### src/rtl/fetch_unit_wide.sv
// fetch_unit_wide: wide fetch front end that fetches aligned FETCH_WIDTH-instruction
// blocks from imem, drops slots before the PC offset, compacts the survivors into a
// circular instruction queue and presents up to FETCH_WIDTH in-order entries to dispatch.
// Ports:
//   clk, rst                 clock, synchronous active-high reset
//   redirect_valid/_pc       flush the queue and restart fetch at redirect_pc
//   imem_addr/imem_rmask     block request, held stable while outstanding
//   imem_resp/imem_rdata     response strobe and block data (slot i at bits 32i+:32)
//   out_valid/inst/pc        queue head window, thermometer-coded valid
//   deq_count                entries taken by dispatch this cycle
module fetch_unit_wide #(
    parameter int          FETCH_WIDTH = 2,
    parameter int          IQ_DEPTH    = 8,
    parameter logic [31:0] RESET_PC    = 32'h1eceb000
) (
    input  logic                          clk,
    input  logic                          rst,
    input  logic                          redirect_valid,
    input  logic [31:0]                   redirect_pc,
    output logic [31:0]                   imem_addr,
    output logic [3:0]                    imem_rmask,
    input  logic                          imem_resp,
    input  logic [FETCH_WIDTH*32-1:0]     imem_rdata,
    output logic [FETCH_WIDTH-1:0]        out_valid,
    output logic [FETCH_WIDTH*32-1:0]     out_inst,
    output logic [FETCH_WIDTH*32-1:0]     out_pc,
    input  logic [$clog2(FETCH_WIDTH):0]  deq_count
);
    localparam int FW = FETCH_WIDTH;
    localparam int DW = $clog2(FW) + 1;
    localparam int PW = $clog2(IQ_DEPTH);
    localparam int CW = $clog2(IQ_DEPTH + 1);

    typedef enum logic [1:0] {IDLE, WAIT, DISCARD} state_t;

    state_t          state_q, state_d;
    logic [31:0]     fetch_pc_q, fetch_pc_d;
    logic [31:0]     hold_addr_q;
    logic [PW-1:0]   head_q, head_d, tail_q, tail_d;
    logic [CW-1:0]   count_q, count_d;
    logic [31:0]     inst_q [IQ_DEPTH];
    logic [31:0]     pc_q [IQ_DEPTH];
    logic [31:0]     block;
    logic [DW-1:0]   off, deq, enq_n;
    logic [CW-1:0]   free, free_after;
    logic            take;

    always_comb begin
        block      = fetch_pc_q & ~32'(FW * 4 - 1);
        off        = DW'((fetch_pc_q >> 2) & 32'(FW - 1));
        take       = state_q == WAIT && imem_resp && !redirect_valid;
        deq        = redirect_valid ? '0 : deq_count;
        enq_n      = take ? DW'(FW) - off : '0;
        free       = CW'(IQ_DEPTH) - (count_q - CW'(deq));
        free_after = free - CW'(enq_n);
        // While discarding, fetch_pc already holds the redirect target, so the
        // outstanding request's address comes from the captured copy.
        imem_addr  = state_q == DISCARD ? hold_addr_q : block;
        imem_rmask = state_q == IDLE ? 4'h0 : 4'hF;
    end

    always_comb begin
        state_d    = state_q;
        fetch_pc_d = redirect_valid ? redirect_pc : take ? block + 32'(FW * 4) : fetch_pc_q;
        head_d     = redirect_valid ? '0 : head_q + PW'(deq);
        tail_d     = redirect_valid ? '0 : tail_q + PW'(enq_n);
        count_d    = redirect_valid ? '0 : count_q - CW'(deq) + CW'(enq_n);
        if (redirect_valid)
            state_d = (state_q == IDLE || imem_resp) ? WAIT : DISCARD;
        else if (state_q == WAIT)
            state_d = !imem_resp ? WAIT : free_after >= CW'(FW) ? WAIT : IDLE;
        else if (state_q == DISCARD)
            state_d = imem_resp ? WAIT : DISCARD;
        else
            state_d = free >= CW'(FW) ? WAIT : IDLE;
    end

    always_ff @(posedge clk) begin
        if (rst) begin
            state_q     <= IDLE;
            fetch_pc_q  <= RESET_PC;
            hold_addr_q <= '0;
            head_q      <= '0;
            tail_q      <= '0;
            count_q     <= '0;
        end else begin
            state_q     <= state_d;
            fetch_pc_q  <= fetch_pc_d;
            hold_addr_q <= state_q == WAIT ? block : hold_addr_q;
            head_q      <= head_d;
            tail_q      <= tail_d;
            count_q     <= count_d;
            if (!redirect_valid)
                assert (CW'(deq_count) <= count_q && deq_count <= DW'(FW));
        end
    end

    // Surviving slots off..FW-1 land in consecutive entries starting at tail.
    always_ff @(posedge clk) begin
        for (int j = 0; j < FW; j++) begin
            if (DW'(j) < enq_n) begin
                inst_q[tail_q + PW'(j)] <= imem_rdata[32 * ((int'(off) + j) % FW) +: 32];
                pc_q[tail_q + PW'(j)]   <= block + 32'(4 * (int'(off) + j));
            end
        end
    end

    always_comb begin
        out_valid = '0;
        out_inst  = '0;
        out_pc    = '0;
        for (int i = 0; i < FW; i++) begin
            out_valid[i]          = CW'(i) < count_q;
            out_inst[32 * i +: 32] = inst_q[head_q + PW'(i)];
            out_pc[32 * i +: 32]   = pc_q[head_q + PW'(i)];
        end
    end
endmodule

### config.mk
export PLATFORM = sky130hd
export DESIGN_NAME = fetch_unit_wide
export DESIGN_NICKNAME = d
export VERILOG_FILES = /design/src/rtl/fetch_unit_wide.sv
export SDC_FILE = /design/constraint.sdc
export NUM_CORES = 1
export LEC_CHECK = 0
export ABC_CLOCK_PERIOD_IN_PS = 9450
export BUFFER_PORTS_ARGS = -buffer_cell sky130_fd_sc_hd__buf_2
export CAP_MARGIN = 10
export CORE_ASPECT_RATIO = 0.9
export CORE_MARGIN = 10
export CORE_UTILIZATION = 23
export DETAILED_ROUTE_END_ITERATION = 8
export PLACE_DENSITY = 0.44
export SLEW_MARGIN = 10
export SYNTH_ARGS = -nofsm -noshare
export SYNTH_HDL_FRONTEND = slang
export SYNTH_SLANG_ARGS = --single-unit
### constraint.sdc
create_clock -name clk -period 9.45 [get_ports clk]
set_input_delay 1.4175 -clock clk [delete_from_list [all_inputs] [get_ports clk]]
set_output_delay 1.4175 -clock clk [all_outputs]
set_load 0.01 [all_outputs]
==> results.yml, run 1 <==
detailed_routing:
  via_count: 20400
  avgViaCountPerCell: 4.46
  first_iter_violations: 1584
  ant_nets: 0
  drc_errors: 0
  routedWlPerCell_um: 24.8
  firstDrtPassIters: 5
  routed_wl_mm: 113
cells_and_area:
  fillers: 14800
  fin_cells: 4572
  layout_common_cells: "edfxtp_1, nand2_1, mux2_2"
  syn_to_final_growth_pct: 17.4
  final_common_cell: "edfxtp_1"
  drive_gt1_share_pct: 41.8
  finalInstanceArea_um2: 39300
  nets: 2687
timing:
  slew_violations: 0
  finalCritPeriodShare_pct: 61.9
  setup_tns_ns: 0
  tightest_slew_ns: 1.06
  period_needed_ns: 5.85
  max-slew-margin-rel_pct: 29.3
  max_clock_freq_mhz: 171
  grt_setup_unrepaired: "no"
  finalSetupViolations: 0
  finClkSkew_ns: 0.0283
  hold_viol: 0
run_status:
  outcome: "finished clean"
cts:
  cts-resized-gates: 0
  root_buffer: "clkbuf_16"
  h-tree-depth: 3
  path_clk_slew_ns: 0.05
  cts_buffers: 76
  ctsHoldBuffers: 0
  clock_sinks: 567
  tritoncts: "built"
  clk_latency_ns: 0.69
  postCtsSetupBuffers: 0
  clk_path_buf_depth: 3
global_routing:
  grtUsageTotal_pct: 13.7
  grt_pass1_wl_mm: 161
  grt_overflow: 0
  antenna_found_initial: 7
  grt_pass1_vias: 21300
  grt_max_degree: 119
pwr:
  comb_power_share_pct: 12.0
  p_sw_uw: 1690
  p_clk_share_pct: 44.9
  p_seq_share_pct: 43.0
  switching_share_pct: 25.5
  power.leakage_uw: 0.0135
  cellInternalPower_uw: 4930
  ir_worst_vdd_mv: 0.129
  power_density_nw_per_um2: 168
yosys:
  yosysTopAreaCellShare_pct: 44.5
  synth_edf_count: 496
  synth_area_leaders: "edfxtp_1, mux4_2, mux2_2, mux2_4, dfxtp_1"
  ys_seq_area_share_pct: 48.7
  ys_types: 61
  yosysTopAreaCell: "edfxtp_1"
  synthSimpleGateAreaFrac_pct: 8.08
  yosysWarnings: 0
  synth_area_um2: 33500
  avgSynthCellArea_um2: 14.0
  synth_fa_ha_area_share_pct: 0.860
  ys_ff_latch: 567
  synth_compound_area_share_pct: 1.33
  synth_top_family_by_area: "multiplexers"
  synth_cells: 2383
  muxShareOfSynthArea_pct: 30.9
  synth_xor_area_share_pct: 6.61
  async_flop_share_pct: 0
  synth-main-ff-cell: "edfxtp_1"
critical_path:
  end_kind: "output pin"
  cpMaxStageDelayCell: "dfxtp_4"
  cpPeakStageDelay_ns: 0.92
  cp_max_fo: 50
  critPathLaunch: "head_q[0]"
  path_class: "flip-flop to output pin"
  worstReg2RegStart: "state_q[0]"
  startpoint_type: "flip-flop"
  path_cells: "ha_4 -> buf_4 -> mux4_2 -> mux2_2 -> buf_2"
  cp.arrival_ns: 4.43
  ff2ff_setup_slack_ns: 5.15
  critical_path_required_ns: 8.03
floorplan:
  coreArea_um2: 144000
  fp-row-count: 132
  die-area_um2: 161000
  initial_core_util_pct: 23.2
  pin_count: 268
  dieHeight_um: 382
  fp.dieW_um: 422
worst_hold_path:
  hold_path_class: "flip-flop to flip-flop"
  hp-start: "hold_addr_q[20]"
place:
  place_inst: 4430
  hpwl_mm: 69.2
  port_buffers: 258
  placed_area_um2: 36800
  gp_congestion: 0.732
job:
  timing.max_cap.violations: 0
[flip-flops by register name (all words and copies together), names as in the netlist]
name,cells
hold_addr_q,29
inst_q,256
state_q,2
pc_q,240
tail_q,3
head_q,3
fetch_pc_q,30
count_q,4
[metal layers]
metal  vias to the layer above  global-route usage [%]  wire [um]
li1                       9263                       -          -
met1                     10500                    18.4      51200
met2                       500                    22.6      54100
met3                       139                    2.59       5500
met4                         4                    3.25       2380
met5                         -                       0         14
[cell type report]
cell class                      instances  area (um2)  area share [%]
Clock inverter                         42         415            1.06
Inverter                               21        78.8           0.201
Multi-Input combinational cell       1587       16200            41.2
Timing Repair Buffer                  312        1720            4.38
Tap cell                             1943        2430            6.19
Antenna cell                            4        10.0          0.0255
Clock buffer                           96        2100            5.35
Sequential cell                       567       16300            41.6
[power groups by stage]
stage          combinational (uW)  sequential [uW]  clock, uW
3_5_place_dp                  816             2900          0
6_report                      797             2850       2970
3_3_place_gp                  815             2900          0
2_1_floorplan                 572             2850          0
5_1_grt                       866             2860       3140
4_1_cts                       821             2850       3050
[worst paths after layout]
kind	endpoint	cells after the start
max reg2reg	pc_q[6][24]	6
min reg2reg	hold_addr_q[20]	2
max	out_inst[62]	5
min	hold_addr_q[20]	2
[synthesized netlist by cell type, types with 10 or more instances]
cell and instances:
xor2_1 152, nor2_1 173, and2_1 11, inv_1 20
mux2_2 264, edfxtp_1 496, buf_4 27, xnor2_1 98
clkbuf_1 91, buf_1 43, nor3_1 12, nand2_1 308
buf_2 38, a211oi_1 10, a21oi_1 39, nand3_1 28
dfxtp_1 71, mux2_4 116, ha_1 15, mux4_2 248
[critical path, delay by kind of cell (launching register included)]
kind | cells | cell delay (ns)
fa+ha+maj | 1 | 0.86
flops | 1 | 0.92
buf+inv | 2 | 1.00
mux | 2 | 0.92
[logic make-up (layout without fill, tap and decap cells)]
logic type	Yosys count	count (layout)
AOI/OAI and AO/OA	74	74
xor gates and xnor gates	251	251
DFF	567	567
other	1	11
adders and majority gates	20	20
buffers and inverters	235	471
and+or+nand+nor	602	602
muxes	633	633
[per-stage QoR]
stage | setup WS (ns) | total power (uW) | utilization, % | hold WS [ns]
floorplan | 2.32 | 3430 | - | 0.437
global placement | 3.87 | 3720 | 25.5 | 0.443
detailed placement | 3.83 | 3720 | 25.5 | 0.447
CTS | 3.37 | 6720 | 27.2 | 0.454
global route | 3.29 | 6860 | 27.2 | 0.464
finish | 3.60 | 6620 | 27.3 | 0.456
No activity file was read; power rests on OpenSTA's default activity.
==> run 2, diff against run 1 <==
--- a/config.mk
+++ b/config.mk
@@ -5,7 +5,7 @@
 export SDC_FILE = /design/constraint.sdc
 export NUM_CORES = 1
 export LEC_CHECK = 0
-export ABC_CLOCK_PERIOD_IN_PS = 9450
+export ABC_CLOCK_PERIOD_IN_PS = 5550
 export BUFFER_PORTS_ARGS = -buffer_cell sky130_fd_sc_hd__buf_2
 export CAP_MARGIN = 10
 export CORE_ASPECT_RATIO = 0.9
==> constraint.sdc (replaced) <==
create_clock -name clk -period 5.55 [get_ports clk]
set_input_delay 0.8325 -clock clk [delete_from_list [all_inputs] [get_ports clk]]
set_output_delay 0.8325 -clock clk [all_outputs]
set_load 0.01 [all_outputs]
==> results.yml, run 2 (synthesis results as in run 1) <==
pwr:
  p_clk_share_pct: 42.2
  ir_worst_vdd_mv: 0.197
  comb_power_share_pct: 12.8
  p_seq_share_pct: 45.0
  switching_share_pct: 26.3
  fin_total_pwr_uw: 10800
  power.leakage_uw: 0.0134
  cellInternalPower_uw: 7930
  power_density_nw_per_um2: 274
  p_sw_uw: 2840
worst_hold_path:
  hold_depth: 3
  hold_path_class: "primary input to flip-flop"
cells_and_area:
  regMostFlops: "inst_q"
  layout_common_cells: "edfxtp_1, nand2_1, mux2_2"
  fin_cells: 4585
  reg.largest.list: "inst_q (256), pc_q (240), fetch_pc_q (30)"
  drive_gt1_share_pct: 41.9
  nets: 2702
  final_util_pct: 27.2
  syn_to_final_growth_pct: 17.1
  final_common_cell: "edfxtp_1"
  largest_register_ffs: 256
critical_path:
  end_kind: "output pin"
  r2r_end: "pc_q[5][23]"
  worstReg2RegStart: "fetch_pc_q[3]"
  cp.arrival_ns: 3.71
  crit_end: "out_inst[0]"
  critical_path_required_ns: 4.72
  ff2ff_setup_slack_ns: 2.24
  r2r_cells: 9
  path_cells: "buf_12 -> buf_4 -> mux4_2 -> mux2_2 -> buf_2"
  path_class: "flip-flop to output pin"
  cp_max_fo: 96
  cpPeakStageDelay_ns: 0.76
  startpoint_type: "flip-flop"
  critPathLaunch: "head_q[0]"
  cpMaxStageDelayCell: "buf_4"
global_routing:
  grt_pass1_vias: 21600
  grt_max_degree: 97
  antenna_found_initial: 9
  grtUsageTotal_pct: 13.6
  grt_pass1_wl_mm: 162
  grt_overflow: 0
timing:
  period_needed_ns: 4.54
  max-slew-margin-rel_pct: 32.4
  max_clock_freq_mhz: 220
  finClkSkew_ns: 0.0268
  hold_viol: 0
  tightest_slew_ns: 1.01
  setup_tns_ns: 0
  finalSetupViolations: 0
  grt_setup_unrepaired: "no"
  slew_violations: 0
  finalCritPeriodShare_pct: 81.9
  fin_ws_ns: 1.01
run_status:
  outcome: "finished clean"
detailed_routing:
  avgViaCountPerCell: 4.49
  ant_nets: 0
  via_count: 20600
  routedWlPerCell_um: 24.6
  routed_wl_mm: 113
  drc_errors: 0
  first_iter_violations: 1520
  firstDrtPassIters: 5
place:
  port_buffers: 258
  place_inst: 4448
  hpwl_mm: 70.2
  dp_worst_setup_slack_ns: 1.48
  gp_congestion: 0.733
floorplan:
  die-area_um2: 161000
  pin_count: 268
  dieHeight_um: 382
  initial_core_util_pct: 23.2
  fp.dieW_um: 422
  fp-row-count: 132
  coreArea_um2: 144000
cts:
  cts-resized-gates: 0
  postCtsSetupBuffers: 0
  cts_buffers: 73
  path_clk_slew_ns: 0.06
  tritoncts: "built"
  clk_path_buf_depth: 3
  h-tree-depth: 3
  root_buffer: "clkbuf_16"
  clk_latency_ns: 0.66
  clock_sinks: 567
  ctsHoldBuffers: 0
job:
  timing.max_cap.violations: 0
[run 2: cell count changes in the layout (fill, tap and decap cells not counted), sizes merged]
cell / previous run / this run
buf: 312 / 330
bufinv: 7 / 0
clkbuf: 96 / 89
clkinv: 28 / 37
clkinvlp: 2 / 5
diode: 4 / 2
inv: 26 / 25
[run 2: power groups by stage]
| stage | Combinational (uW) | Sequential (uW) | Clock (uW) |
|---|---|---|---|
| after global placement | 1410 | 4930 | 0 |
| after floorplan | 975 | 4860 | 0 |
| final | 1380 | 4840 | 4540 |
| after global routing | 1500 | 4850 | 4830 |
| after detailed placement | 1410 | 4930 | 0 |
| after CTS | 1420 | 4840 | 4670 |
[run 2: layer usage]
layer	vias to the layer above	global-route usage, %	wire [um]
met1	10600	17.9	50300
met2	547	23.1	55200
met4	4	3.11	2250
met3	129	2.48	5270
li1	9306	-	-
met5	-	0	21
[run 2: critical path: cells and delay by family (launching register included)]
family	cells	cell delay, ns
buffers and inverters	3	1.48
flip-flops	1	0.56
multiplexers	2	0.92
[run 2: cell type report]
type	count	area (um2)
Clock buffer	89	1960
Timing Repair Buffer	330	1960
Inverter	21	78.8
Clock inverter	46	274
Fill cell	14800	105000
Tap cell	1943	2430
Multi-Input combinational cell	1587	16200
Antenna cell	2	5.00
Sequential cell	567	16300
[run 2: worst min-delay path by stage]
stage,start,end,slack [ns]
2_1_floorplan,hold_addr_q[10],hold_addr_q[10],0.44
3_3_place_gp,hold_addr_q[10],hold_addr_q[10],0.44
3_5_place_dp,hold_addr_q[17],hold_addr_q[17],0.45
4_1_cts,redirect_pc[5],fetch_pc_q[5],0.33
5_1_grt,redirect_pc[13],fetch_pc_q[13],0.37
6_report,redirect_pc[5],fetch_pc_q[5],0.41
[run 2: stage by stage]
step                area (um2)  hold slack, ns
floorplan                33500           0.437
global placement         37000           0.443
detailed placement       37000           0.447
CTS                      39200           0.335
global route             39200           0.368
finish                   39200           0.407
==> run 3, diff against run 2 <==
--- a/config.mk
+++ b/config.mk
@@ -5,7 +5,7 @@
 export SDC_FILE = /design/constraint.sdc
 export NUM_CORES = 1
 export LEC_CHECK = 0
-export ABC_CLOCK_PERIOD_IN_PS = 5550
+export ABC_CLOCK_PERIOD_IN_PS = 4200
 export BUFFER_PORTS_ARGS = -buffer_cell sky130_fd_sc_hd__buf_2
 export CAP_MARGIN = 10
 export CORE_ASPECT_RATIO = 0.9
==> constraint.sdc (replaced) <==
create_clock -name clk -period 4.2 [get_ports clk]
set_input_delay 0.63 -clock clk [delete_from_list [all_inputs] [get_ports clk]]
set_output_delay 0.63 -clock clk [all_outputs]
set_load 0.01 [all_outputs]
==> results.yml, run 3 (synthesis results as in run 1) <==
run_status:
  outcome: "finished clean"
cells_and_area:
  regMostFlops: "inst_q"
  fillers: 14800
  drive_gt1_share_pct: 42.5
  reg.largest.list: "inst_q (256), pc_q (240), fetch_pc_q (30)"
  syn_to_final_growth_pct: 18.8
  layout_common_cells: "edfxtp_1, nand2_1, mux2_2"
  fin_cells: 4610
  largest_register_ffs: 256
  nets: 2730
  register_area_um2: 16300
  final_common_cell: "edfxtp_1"
  multi_input_area_um2: 16200
place:
  place_inst: 4476
  hpwl_mm: 72.9
  gp_congestion: 0.747
  port_buffers: 258
  dp_worst_setup_slack_ns: 0.526
cts:
  path_clk_slew_ns: 0.06
  clock_sinks: 567
  h-tree-depth: 3
  postCtsSetupBuffers: 0
  cts-resized-gates: 0
  clk_latency_ns: 0.67
  clk_path_buf_depth: 3
  ctsHoldBuffers: 0
  root_buffer: "clkbuf_16"
  cts_buffers: 73
  tritoncts: "built"
critical_path:
  critPathBufInv: 2
  cp.arrival_ns: 3.08
  cpPeakStageDelay_ns: 0.57
  cpMaxStageDelayCell: "ha_4"
  end_kind: "output pin"
  r2r_cells: 5
  crit_end: "out_inst[63]"
  startpoint_type: "flip-flop"
  path_class: "flip-flop to output pin"
  critPathLaunch: "head_q[1]"
  path_cells: "ha_4 -> buf_12 -> mux4_2 -> mux2_2 -> buf_2"
  critical_path_required_ns: 3.57
  path_delay_family: "multiplexers"
  crit_cells: 5
  cp_max_fo: 40
  worstReg2RegStart: "fetch_pc_q[4]"
  r2r_end: "pc_q[3][24]"
  ff2ff_setup_slack_ns: 0.88
timing:
  grt_setup_unrepaired: "no"
  fin_ws_ns: 0.490
  finalSetupViolations: 0
  max-slew-margin-rel_pct: 19.2
  finalCritPeriodShare_pct: 88.3
  hold_viol: 0
  finClkSkew_ns: 0.0187
  tightest_slew_ns: 1.21
  period_needed_ns: 3.71
  slew_violations: 0
  max_clock_freq_mhz: 270
  whs_ns: 0.180
detailed_routing:
  via_count: 20800
  routedWlPerCell_um: 25.0
  firstDrtPassIters: 7
  ant_nets: 0
  avgViaCountPerCell: 4.50
  routed_wl_mm: 115
  first_iter_violations: 1561
  drc_errors: 0
global_routing:
  grt_max_degree: 88
  grt_pass1_vias: 21800
  grtUsageTotal_pct: 14.0
  grt_overflow: 0
  antenna_found_initial: 10
  grt_pass1_wl_mm: 165
floorplan:
  fp-row-count: 132
  pin_count: 268
  fp.dieW_um: 422
  initial_core_util_pct: 23.2
  dieHeight_um: 382
  coreArea_um2: 144000
  die-area_um2: 161000
pwr:
  power_density_nw_per_um2: 367
  ir_worst_vdd_mv: 0.270
  power.leakage_uw: 0.0137
job:
  timing.max_cap.violations: 0
worst_hold_path:
  hold_path_class: "primary input to flip-flop"
run 3: cell count changes in the layout (fill, tap and decap cells not counted), moves of 2 or more:
| cell | delta |
|---|---|
| clkinv_4 | -2 |
| diode_2 | +2 |
| clkinvlp_4 | -5 |
| buf_4 | +9 |
| inv_6 | +3 |
| clkinv_1 | -4 |
| bufinv_16 | +6 |
| clkinv_2 | -5 |
| clkbuf_8 | +2 |
| buf_12 | +19 |
run 3: where the power goes:
| part | total, uW | switching [uW] | leakage (uW) | internal, uW |
|---|---|---|---|---|
| Clock | 6340 | 2640 | 0.00115 | 3700 |
| Combinational | 1930 | 1030 | 0.00748 | 902 |
| Sequential | 6340 | 78.8 | 0.00507 | 6260 |
| Total | 14600 | 3750 | 0.0137 | 10900 |
run 3: area by class of cell:
class,instances,share of cell area (%)
clock buffer,91,4.95
timing repair buffer,358,6.05
tap,1943,6.11
antenna,4,0.0252
sequential,567,41.0
inverter,21,0.198
multi-input combinational,1587,40.7
clock inverter,39,0.947
run 3: per-stage QoR:
step           setup TNS (ns)  util (%)  cell area [um2]  total power (uW)
3_5_place_dp                0      26.0            37400              8430
4_1_cts                     0      27.6            39800             14800
5_1_grt                     0      27.6            39800             15200
3_3_place_gp                0      26.0            37400              8420
6_report                    0      27.6            39800             14600
2_1_floorplan         -128.25         -            33500              7710
run 3: worst min path at each step:
stage | start | endpoint | cells past startpoint
after floorplan | hold_addr_q[10] | hold_addr_q[10] | 2
after global placement | hold_addr_q[7] | hold_addr_q[7] | 2
after detailed placement | hold_addr_q[17] | hold_addr_q[17] | 2
after CTS | redirect_pc[12] | fetch_pc_q[12] | 3
after global routing | redirect_pc[13] | fetch_pc_q[13] | 3
final | redirect_pc[12] | fetch_pc_q[12] | 3
run 3: worst reg2reg max path, stage by stage (launching register included):
cell	delay [ns]
dfxtp_1	0.81
nand3_2	0.47
nor4_4	0.90
nand3_1	0.54
nor2_1	0.25
xor2_1	0.08
run 3: per-layer routing:
layer,up-vias,GRT usage (%),share of wire [%]
li1,9346,-,-
met1,10700,18.6,45
met2,535,23.2,48
met3,147,2.65,4.6
met4,4,3.46,2.0
met5,-,0,0.015
